--- config.mk ---
export PLATFORM = sky130hd
export DESIGN_NAME = div_unsigned_seq
export DESIGN_NICKNAME = d
export VERILOG_FILES = /design/src/rtl/div_unsigned_seq_pkg.sv /design/src/rtl/div_unsigned_seq_sub_trial.sv /design/src/rtl/div_unsigned_seq.sv
export SDC_FILE = /design/constraint.sdc
export NUM_CORES = 1
export LEC_CHECK = 0
export BUFFER_PORTS_ARGS = -buffer_cell sky130_fd_sc_hd__buf_2
export CAP_MARGIN = 10
export CORE_UTILIZATION = 53
export CTS_BUF_LIST = sky130_fd_sc_hd__clkbuf_2
export DETAILED_ROUTE_END_ITERATION = 8
export HOLD_SLACK_MARGIN = 0.02
export PLACE_DENSITY = 0.78
export REMOVE_ABC_BUFFERS = 1
export SKIP_LAST_GASP = 1
export SYNTH_ARGS = -nofsm -noshare
export SYNTH_HDL_FRONTEND = slang
export SYNTH_HIERARCHICAL = 1
export SYNTH_SLANG_ARGS = --single-unit
--- constraint.sdc ---
create_clock -name clk -period 3.65 [get_ports clk]
set_clock_uncertainty 0.2 [all_clocks]
set_input_delay 0.1825 -clock clk [delete_from_list [all_inputs] [get_ports clk]]
set_output_delay 0.1825 -clock clk [all_outputs]
set_load 0.005 [all_outputs]
--- src/rtl/div_unsigned_seq_pkg.sv ---
// Shared types and constants for the sequential unsigned divider.
package div_pkg;

   localparam int DEFAULT_WIDTH = 16;

   typedef enum logic [1:0] {
      IDLE,
      RUN,
      DONE
   } state_e;

endpackage

--- src/rtl/div_unsigned_seq_sub_trial.sv ---
// Combinational WIDTH+1-bit trial subtractor used by each restoring-division step.
module sub_trial #(
   parameter int WIDTH = 16
) (
   input  logic [WIDTH:0]   minuend,
   input  logic [WIDTH-1:0] subtrahend,
   output logic [WIDTH-1:0] diff,
   output logic             negative
);

   logic [WIDTH:0] fullDiff;

   // Subtraction as minuend + ~subtrahend + 1 over the widened operand
   assign fullDiff = minuend + ~{1'b0, subtrahend} + {{WIDTH{1'b0}}, 1'b1};
   assign diff     = fullDiff[WIDTH-1:0];
   assign negative = fullDiff[WIDTH];

endmodule

--- src/rtl/div_unsigned_seq.sv ---
// Sequential restoring unsigned divider: one quotient bit per clock, WIDTH iterations.
module div_unsigned_seq
   import div_pkg::*;
#(
   parameter int WIDTH = DEFAULT_WIDTH
) (
   input  logic             clk,
   input  logic             rst,
   input  logic             start,
   input  logic [WIDTH-1:0] dividend,
   input  logic [WIDTH-1:0] divisor,
   output logic             busy,
   output logic             done,
   output logic [WIDTH-1:0] quotient,
   output logic [WIDTH-1:0] remainder,
   output logic             div_by_zero
);

   localparam int CW = $clog2(WIDTH + 1);

   state_e           state;
   state_e           nextState;
   logic [WIDTH-1:0] remReg;
   logic [WIDTH-1:0] quoReg;
   logic [WIDTH-1:0] divisorReg;
   logic [CW-1:0]    count;
   logic [WIDTH:0]   remShifted;
   logic [WIDTH-1:0] trialDiff;
   logic             trialNegative;
   logic [WIDTH-1:0] remNext;
   logic [WIDTH-1:0] quoNext;
   logic             lastIter;
   logic             divisorZero;

   // Shifting {R,Q} left moves the quotient MSB into the bottom of the partial remainder
   assign remShifted  = {remReg, quoReg[WIDTH-1]};
   assign divisorZero = (divisor == '0);
   assign lastIter    = (count == CW'(1));

   sub_trial #(.WIDTH(WIDTH)) u_sub_trial (
      .minuend   (remShifted),
      .subtrahend(divisorReg),
      .diff      (trialDiff),
      .negative  (trialNegative)
   );

   assign remNext = trialNegative ? remShifted[WIDTH-1:0] : trialDiff;
   assign quoNext = {quoReg[WIDTH-2:0], ~trialNegative};

   always_ff @(posedge clk) begin
      if (rst) begin
         state <= IDLE;
      end else begin
         state <= nextState;
      end
   end

   always_comb begin
      nextState = state;
      busy      = (state != IDLE);
      case (state)
         IDLE: begin
            if (start) begin
               nextState = divisorZero ? DONE : RUN;
            end
         end
         RUN: begin
            if (lastIter) begin
               nextState = DONE;
            end
         end
         DONE: begin
            nextState = IDLE;
         end
         default: begin
            nextState = IDLE;
         end
      endcase
   end

   // The done pulse is registered off the DONE state, so it lands one cycle after results load
   always_ff @(posedge clk) begin
      if (rst) begin
         done        <= 1'b0;
         quotient    <= '0;
         remainder   <= '0;
         div_by_zero <= 1'b0;
         remReg      <= '0;
         quoReg      <= '0;
         divisorReg  <= '0;
         count       <= '0;
      end else begin
         done <= (state == DONE);
         case (state)
            IDLE: begin
               if (start) begin
                  if (divisorZero) begin
                     quotient    <= '1;
                     remainder   <= dividend;
                     div_by_zero <= 1'b1;
                  end else begin
                     quoReg      <= dividend;
                     remReg      <= '0;
                     divisorReg  <= divisor;
                     count       <= CW'(WIDTH);
                     div_by_zero <= 1'b0;
                  end
               end
            end
            RUN: begin
               remReg <= remNext;
               quoReg <= quoNext;
               count  <= count - CW'(1);
               if (lastIter) begin
                  quotient  <= quoNext;
                  remainder <= remNext;
               end
            end
            default: begin
            end
         endcase
      end
   end

endmodule

==> results of run 1 <==
layout make-up:
class	count	area [µm²]	share of cell area
Multi-Input combinational cell	381	2559	0.4615
Inverter	26	97.59	0.01760
Timing Repair Buffer	119	848.3	0.1530
Sequential cell	89	1782	0.3214
Tap cell	105	131.4	0.02370
Clock buffer	9	45.04	0.008125
Clock inverter	7	81.33	0.01467
layer usage:
| metal | GRT usage | up-vias |
|---|---|---|
| li1 | - | 2128 |
| met3 | 0.04545 | 24 |
| met4 | 0.1124 | 0 |
| met1 | 0.3325 | 2059 |
| met5 | 0 | - |
| met2 | 0.4869 | 116 |
kinds of logic (layout without fill, tap and decap cells):
kind of cell,count (synthesis),in the layout,share of synthesized area
muxes,22,22,0.05052
adders and majority gates,19,19,0.05323
AOI/OAI and AO/OA,166,166,0.2632
DFF,89,89,0.3867
and+or+nand+nor,162,162,0.1627
buffers and inverters,70,161,0.06084
xor gates and xnor gates,12,12,0.02282
through the flow:
stage | setup WS, ns | cell area (µm²) | util
5_1_grt | -0.01340 | 5544 | 0.6680
3_3_place_gp | 0.3960 | 5001 | 0.6026
3_5_place_dp | 0.2921 | 5001 | 0.6026
2_1_floorplan | -0.1925 | 4424 | -
6_report | 0.2503 | 5544 | 0.6680
4_1_cts | 0.2362 | 5508 | 0.6637
worst max path at each step:
stage                               end  slack, ns  depth (start not counted)
after CTS                 remainder[11]       0.24                         14
after detailed placement  remainder[12]       0.29                         14
final                     remainder[11]       0.25                         14
after global routing      remainder[10]      -0.01                         14
after floorplan           remainder[10]      -0.19                         13
after global placement     remainder[8]       0.40                         14
state kept, by name, indices dropped and copies added, names as in the netlist, 2 cells and up:
name	count
count	5
divisorReg	16
quoReg	16
quotient	16
remReg	16
remainder	16
state	2
layout by cell type (no fill, tap or decap), types with 12 or more instances in the layout:
master,synthesis,routed
sky130_fd_sc_hd__nor2_1,32,32
sky130_fd_sc_hd__nand2_1,65,65
sky130_fd_sc_hd__a21oi_1,58,58
sky130_fd_sc_hd__ha_1,18,18
sky130_fd_sc_hd__inv_1,26,26
sky130_fd_sc_hd__a22oi_1,15,15
sky130_fd_sc_hd__nand3_1,29,29
sky130_fd_sc_hd__mux2i_1,12,12
sky130_fd_sc_hd__dlygate4sd3_1,0,38
sky130_fd_sc_hd__dfxtp_1,89,89
sky130_fd_sc_hd__buf_2,8,69
power by group:
group          internal (µW)  switching (µW)  leakage, µW
registers               1060            61.2     0.000726
logic                    608             626      0.00158
clock network            166             375    0.0000767
total                   1830            1060      0.00238
what timing repair did:
action | in CTS | in global routing
resized for setup | 0 | 4
setup endpoints to repair | 0 | 6
hold buffers | 38 | 0
setup buffers | 0 | 0
hold endpoints to repair | 52 | 0
critical path, stage by stage, from the launching register on:
cell                        delay (ns)
sky130_fd_sc_hd__dfxtp_1          0.40
sky130_fd_sc_hd__inv_1            0.05
sky130_fd_sc_hd__ha_1             0.21
sky130_fd_sc_hd__fa_1             0.41
sky130_fd_sc_hd__nand2b_1         0.18
sky130_fd_sc_hd__a21oi_1          0.17
sky130_fd_sc_hd__o21ai_1          0.14
sky130_fd_sc_hd__o221ai_2         0.24
sky130_fd_sc_hd__o31ai_2          0.11
sky130_fd_sc_hd__xor2_1           0.24
sky130_fd_sc_hd__buf_12           0.21
sky130_fd_sc_hd__mux2_2           0.34
sky130_fd_sc_hd__nand2_1          0.11
sky130_fd_sc_hd__a2111oi_0        0.11
sky130_fd_sc_hd__a31o_1           0.24
==> parameters.txt, run 1 <==
Parameter                              Value

Logic synthesis
  Fraction of registers with async set/reset    0
  Area leader, netlist    sky130_fd_sc_hd__dfxtp_1
  Post-synth top area share    0.3867
  Share of synthesized area occupied by flip-flops and latches    0.3867
  Top cells by area in the synthesized netlist    sky130_fd_sc_hd__dfxtp_1 (39%), sky130_fd_sc_hd__a21oi_1 (6.3%), sky130_fd_sc_hd__nand2_1 (5.3%), sky130_fd_sc_hd__ha_1 (4.9%), sky130_fd_sc_hd__nand3_1 (3.2%)
  Warning count from the yosys run    6
  Count of flip-flops with a built-in enable after synthesis    0
  Prevailing post-synth register cell    sky130_fd_sc_hd__dfxtp_1
  Flops & latches, synth    89
  Gate count of the mapped netlist    540
  Netlist Area Pre-Place    4607 µm²
  Most repeated cell in the gate-level netlist after synthesis    sky130_fd_sc_hd__dfxtp_1
  Mean area per synthesized cell    8.531 µm²
  Count of cell types in the netlist    58
  Most frequent cells after synthesis    sky130_fd_sc_hd__dfxtp_1 (89), sky130_fd_sc_hd__nand2_1 (65), sky130_fd_sc_hd__a21oi_1 (58)

Clock tree
  Clock Tree Buf Depth    2
  Clock-pin slew of the registers on the worst-case setup and hold paths    0.27 ns
  Number of buffers inserted during clock tree synthesis    9
  Sinks on Clock Net    89
  CTS Root Buffer Type    sky130_fd_sc_hd__clkbuf_2
  CTS tree    yes
  Clock Latency Late Sink    0.57 ns
  CTS HTree Levels    3

Detailed routing
  Post-Route WL    12120 µm
  Routed length on met2    6242 µm
  Highest metal layer used by the detailed router    met4
  Met1 wire length    5157 µm
  Count of vias placed by the detailed router    4327
  Number of DRC markers in iteration 0    340
  Length of routed met3 wiring    500 µm
  Remaining design rule violation count    0
  Post-detailed-route via-to-cell ratio    5.879
  Detailed Routing Iterations Pass 1    5
  Count of nets left with antenna violations after detail routing    0
  Routed length per instance    16.46 µm

Worst setup path
  Worst reg2reg endpoint    remainder[11]
  Launch point of the critical path    quoReg[15]
  Endpoint required time on the critical path    3.95 ns
  Arrival time of data at the critical path endpoint    3.70 ns
  Startpoint of the lowest-slack register-to-register path    quoReg[15]
  Internal reg-to-reg setup slack    0.25 ns
  Worst-path maximum fanout    18
  Depth of the most critical reg-to-reg path    14
  Kind of capture point of the worst setup path    register
  Kind of critical path    register to register
  Worst Setup Start Kind    register

Min path
  Hold Path End    divisorReg[15]
  Tightest Hold Check Type    input pin to register
  Worst Hold Path Cells    4
  Worst hold path startpoint    divisor[15]

Finish
  Area growth from synthesis to final layout    20.34%
  Antenna diode count    0
  Net count, final    680
  Final Instance Count excl. Fillers    736
  Ratio of cells with drive above 1 in the final layout    0.1997
  Filler instances    691

Timing
  Final worst path period need    3.400 ns
  Hold slack    0.1761 ns
  Final Setup Violations    0
  Slew Viols, Final    0
  Fin. Hold Viols    0
  Unrepaired setup endpoints after global routing    yes
  Worst-margin pin slew    1.156 ns
  Setup TNS    0 ns
  Maximum clock frequency    0.2941 GHz
  Period utilization    0.9314
  Worst slew slack as a fraction of its limit    0.2296

Place
  HPWL after detailed placement    7790 µm
  Number of I/O port buffers    69
  Post-Place Cells    681
  Final RePlAce weighted congestion    0.9223

Die
  Overall die area    9069 µm²
  Total core area    8299 µm²
  Effective utilization at floorplan    0.5551
  Width of the die    95.23 µm
  # IOs    70
  Vert. Die Dim    95.23 µm
  Number of placement rows    33

GRT
  Pin count of the biggest net entering global routing    67
  Leftover overflow at the end of global routing    0
  GRT Total Usage    0.2767
  Initial antenna violation count    0
  Global-route wire length before repair    19500 µm
  Number of global-route vias before repair    4161

Pwr
  Leak pwr    0.002378 µW
  Power Total    2892 µW
  Worst VDD drop    0.2864 mV
  P per Cell Area    521.7 nW/µm²

Flow run
  Max capacitance violation total    0

Status
  Outcome    complete, no violations
(Power assumes the default switching activity.)
==> inputs of run 2 (changes only) <==
--- a/config.mk
+++ b/config.mk
@@ -5,9 +5,10 @@
 export SDC_FILE = /design/constraint.sdc
 export NUM_CORES = 1
 export LEC_CHECK = 0
+export ABC_AREA = 1
 export BUFFER_PORTS_ARGS = -buffer_cell sky130_fd_sc_hd__buf_2
 export CAP_MARGIN = 10
-export CORE_UTILIZATION = 53
+export CORE_UTILIZATION = 54
 export CTS_BUF_LIST = sky130_fd_sc_hd__clkbuf_2
 export DETAILED_ROUTE_END_ITERATION = 8
 export HOLD_SLACK_MARGIN = 0.02
==> run 2 against run 1 <==
Effect of this change: clock-buffer cell count stayed put; clock power down 14%; global-route usage is 1.4 points higher; critical endpoint is now remainder[14].
==> parameters.txt, run 2 <==
Parameter                              Value

Worst setup path
  Worst-path maximum fanout    34
  Startpoint of the lowest-slack register-to-register path    quoReg[15]
  Internal reg-to-reg setup slack    0.32 ns
  Worst Setup Start Kind    register
  Kind of capture point of the worst setup path    register
  Arrival time of data at the critical path endpoint    3.64 ns
  Endpoint required time on the critical path    3.97 ns
  Worst reg2reg endpoint    remainder[14]
  Depth of the most critical reg-to-reg path    19
  Kind of critical path    register to register

Logic synthesis
  Most repeated cell in the gate-level netlist after synthesis    sky130_fd_sc_hd__nand2_1
  Area fraction in and, or, nand and nor cells after synthesis    0.2978
  Post-synthesis compound-gate area fraction    0.1661
  Warning count from the yosys run    6
  Gate count of the mapped netlist    822
  Fraction of registers with async set/reset    0
  Count of cell types in the netlist    30
  Top cells by area in the synthesized netlist    sky130_fd_sc_hd__dfxtp_1 (34%), sky130_fd_sc_hd__nand2_1 (13%), sky130_fd_sc_hd__a21oi_1 (11%), sky130_fd_sc_hd__inv_1 (9.7%), sky130_fd_sc_hd__nand3_1 (6.2%)
  Area leader, netlist    sky130_fd_sc_hd__dfxtp_1
  Netlist Area Pre-Place    5235 µm²
  Most frequent cells after synthesis    sky130_fd_sc_hd__nand2_1 (182), sky130_fd_sc_hd__inv_1 (135), sky130_fd_sc_hd__a21oi_1 (110)
  XOR/XNOR share of the synthesized area    0.01171
  Prevailing post-synth register cell    sky130_fd_sc_hd__dfxtp_1
  Count of flip-flops with a built-in enable after synthesis    0
  Synth Area in Adders    0.04685
  Mean area per synthesized cell    6.369 µm²
  Flops & latches, synth    89
  Post-synthesis mux area share    0
  Largest family of logic cells by synthesized area    simple AND/OR/NAND/NOR gates
  Share of synthesized area occupied by flip-flops and latches    0.3403
  Post-synth top area share    0.3403

Detailed routing
  Length of routed met3 wiring    699 µm
  Count of nets left with antenna violations after detail routing    0
  Remaining design rule violation count    0
  Detailed Routing Iterations Pass 1    5
  Number of DRC markers in iteration 0    387
  Count of vias placed by the detailed router    5517
  Routed length per instance    13.14 µm
  Highest metal layer used by the detailed router    met4
  Post-detailed-route via-to-cell ratio    5.166
  Routed length on met2    6711 µm
  Post-Route WL    14030 µm
  Met1 wire length    6344 µm

Finish
  Filler instances    835
  Most frequent cells in the layout    sky130_fd_sc_hd__nand2_1 (182), sky130_fd_sc_hd__inv_1 (135), sky130_fd_sc_hd__a21oi_1 (110)
  Antenna diode count    0
  Final Instance Count excl. Fillers    1068
  Area used by multi-input combinational logic    2735 µm²
  End-of-flow core utilization    0.6850
  Area growth from synthesis to final layout    22.06%
  Ratio of cells with drive above 1 in the final layout    0.1321
  Net count, final    989
  Flip-flop and latch area    1782 µm²
  Leading cell type in the layout, fill and taps excluded    sky130_fd_sc_hd__nand2_1

GRT
  Initial antenna violation count    0
  Global-route wire length before repair    23180 µm
  Leftover overflow at the end of global routing    0
  Pin count of the biggest net entering global routing    73
  GRT Total Usage    0.2904
  Number of global-route vias before repair    5045

Die
  Total core area    9328 µm²
  Number of placement rows    35
  Effective utilization at floorplan    0.5612
  Overall die area    10090 µm²
  Vert. Die Dim    100.5 µm
  Width of the die    100.5 µm
  # IOs    70

Place
  Post-Place Cells    986
  Number of I/O port buffers    69
  Final RePlAce weighted congestion    0.8359
  HPWL after detailed placement    8997 µm

Clock tree
  Clock Latency Late Sink    0.57 ns
  Clock Tree Buf Depth    2
  Count of buffers added by post-CTS timing repair for setup    0
  Number of cells upsized or downsized after cts    0
  CTS HTree Levels    3
  Number of buffers inserted during clock tree synthesis    9
  Sinks on Clock Net    89
  CTS tree    yes
  Number of buffers inserted for hold repair after clock tree synthesis    67
  CTS Root Buffer Type    sky130_fd_sc_hd__clkbuf_2
  Clock-pin slew of the registers on the worst-case setup and hold paths    0.28 ns

Min path
  Hold Path End    quotient[8]
  Worst Hold Path Cells    2
  Tightest Hold Check Type    register to register
  Worst hold path startpoint    quotient[8]

Timing
  Final worst path period need    3.328 ns
  Fin. Hold Viols    0
  Period utilization    0.9119
  Slew Viols, Final    0
  Worst-margin pin slew    0.7175 ns
  Final Setup Violations    0
  Setup TNS    0 ns
  Unrepaired setup endpoints after global routing    no
  Maximum clock frequency    0.3004 GHz
  Worst slew slack as a fraction of its limit    0.5205

Flow run
  Max capacitance violation total    0

Status
  Outcome    complete, no violations

Pwr
  Part of the total power dissipated in combinational logic    0.492
  Power Total    3186 µW
  Switch Pwr    1445 µW
  Worst VDD drop    0.2492 mV
  Switching Share    0.4537
  Clock group share of total power    0.146
  Cell Int Power    1740 µW
  Sequential group share of total power    0.362
  Leak pwr    0.003109 µW
  P per Cell Area    498.6 nW/µm²
-- run 2: cell count changes after synthesis, sizes merged, moves of 16 or more --
cell / before / now
inv: 26 / 142
nand2: 65 / 196
o21ai: 14 / 35
a21oi: 60 / 112
nand3: 29 / 66
nor2: 33 / 71
a22oi: 16 / 0
-- run 2: layer usage --
| layer | vias up | global-route usage |
|---|---|---|
| li1 | 2820 | - |
| met1 | 2496 | 0.3760 |
| met2 | 178 | 0.4947 |
| met3 | 23 | 0.03675 |
| met4 | 0 | 0.1093 |
| met5 | - | 0 |
-- run 2: critical path, stage by stage, from the launching register on --
cell,delay (ns)
sky130_fd_sc_hd__dfxtp_1,0.41
sky130_fd_sc_hd__inv_1,0.06
sky130_fd_sc_hd__ha_1,0.22
sky130_fd_sc_hd__fa_1,0.42
sky130_fd_sc_hd__inv_1,0.07
sky130_fd_sc_hd__nand2_1,0.04
sky130_fd_sc_hd__nand2_1,0.09
sky130_fd_sc_hd__nand3_1,0.09
sky130_fd_sc_hd__nand2_2,0.10
sky130_fd_sc_hd__nand2_1,0.07
sky130_fd_sc_hd__nand2_1,0.06
sky130_fd_sc_hd__nand2_1,0.04
sky130_fd_sc_hd__nand2_1,0.05
sky130_fd_sc_hd__buf_4,0.28
sky130_fd_sc_hd__o21ai_0,0.18
sky130_fd_sc_hd__a21oi_1,0.15
sky130_fd_sc_hd__nand3_1,0.09
sky130_fd_sc_hd__nand2_1,0.08
sky130_fd_sc_hd__dlygate4sd3_1,0.55
sky130_fd_sc_hd__nor2_1,0.04
-- run 2: logic make-up (layout without fill, tap and decap cells) --
group,count (synthesis),count (layout)
adder cells (fa/ha/maj),19,19
flip-flops,89,89
AO/OA/AOI/OAI,164,164
AND/OR/NAND/NOR,358,358
XOR/XNOR,7,7
buffers and inverters,185,302
-- run 2: cell type report --
| type | count | area share |
|---|---|---|
| Clock inverter | 6 | 0.007832 |
| Inverter | 142 | 0.08341 |
| Timing Repair Buffer | 145 | 0.1696 |
| Tap cell | 129 | 0.02526 |
| Multi-Input combinational cell | 548 | 0.4280 |
| Clock buffer | 9 | 0.007049 |
| Sequential cell | 89 | 0.2788 |
-- run 2: power by group through the flow --
stage	combinational [µW]	clock, µW	sequential, µW
floorplan	1090	0	1160
global placement	1430	0	1170
detailed placement	1470	0	1170
CTS	1540	471	1150
global route	1790	519	1170
finish	1570	466	1150
-- run 2: how the worst max path moves through the flow --
| stage | startpoint | end | slack [ns] | cells after the start |
|---|---|---|---|---|
| 6_report | quoReg[15] | remainder[14] | 0.32 | 19 |
| 5_1_grt | quoReg[15] | remainder[14] | 0.13 | 19 |
| 4_1_cts | quoReg[15] | remainder[14] | 0.37 | 19 |
| 3_5_place_dp | quoReg[15] | remainder[3] | 0.83 | 18 |
| 3_3_place_gp | quoReg[15] | remainder[4] | 0.92 | 18 |
| 2_1_floorplan | quoReg[15] | remainder[15] | 0.79 | 17 |
-- run 2: stage by stage --
stage	setup WS, ns	hold slack [ns]	instance area, µm²
4_1_cts	0.3666	0.2625	6390
6_report	0.3216	0.2646	6390
3_5_place_dp	0.8268	0.2367	5624
3_3_place_gp	0.9171	0.2324	5624
2_1_floorplan	0.7875	0.05157	5050
5_1_grt	0.1288	0.2780	6390
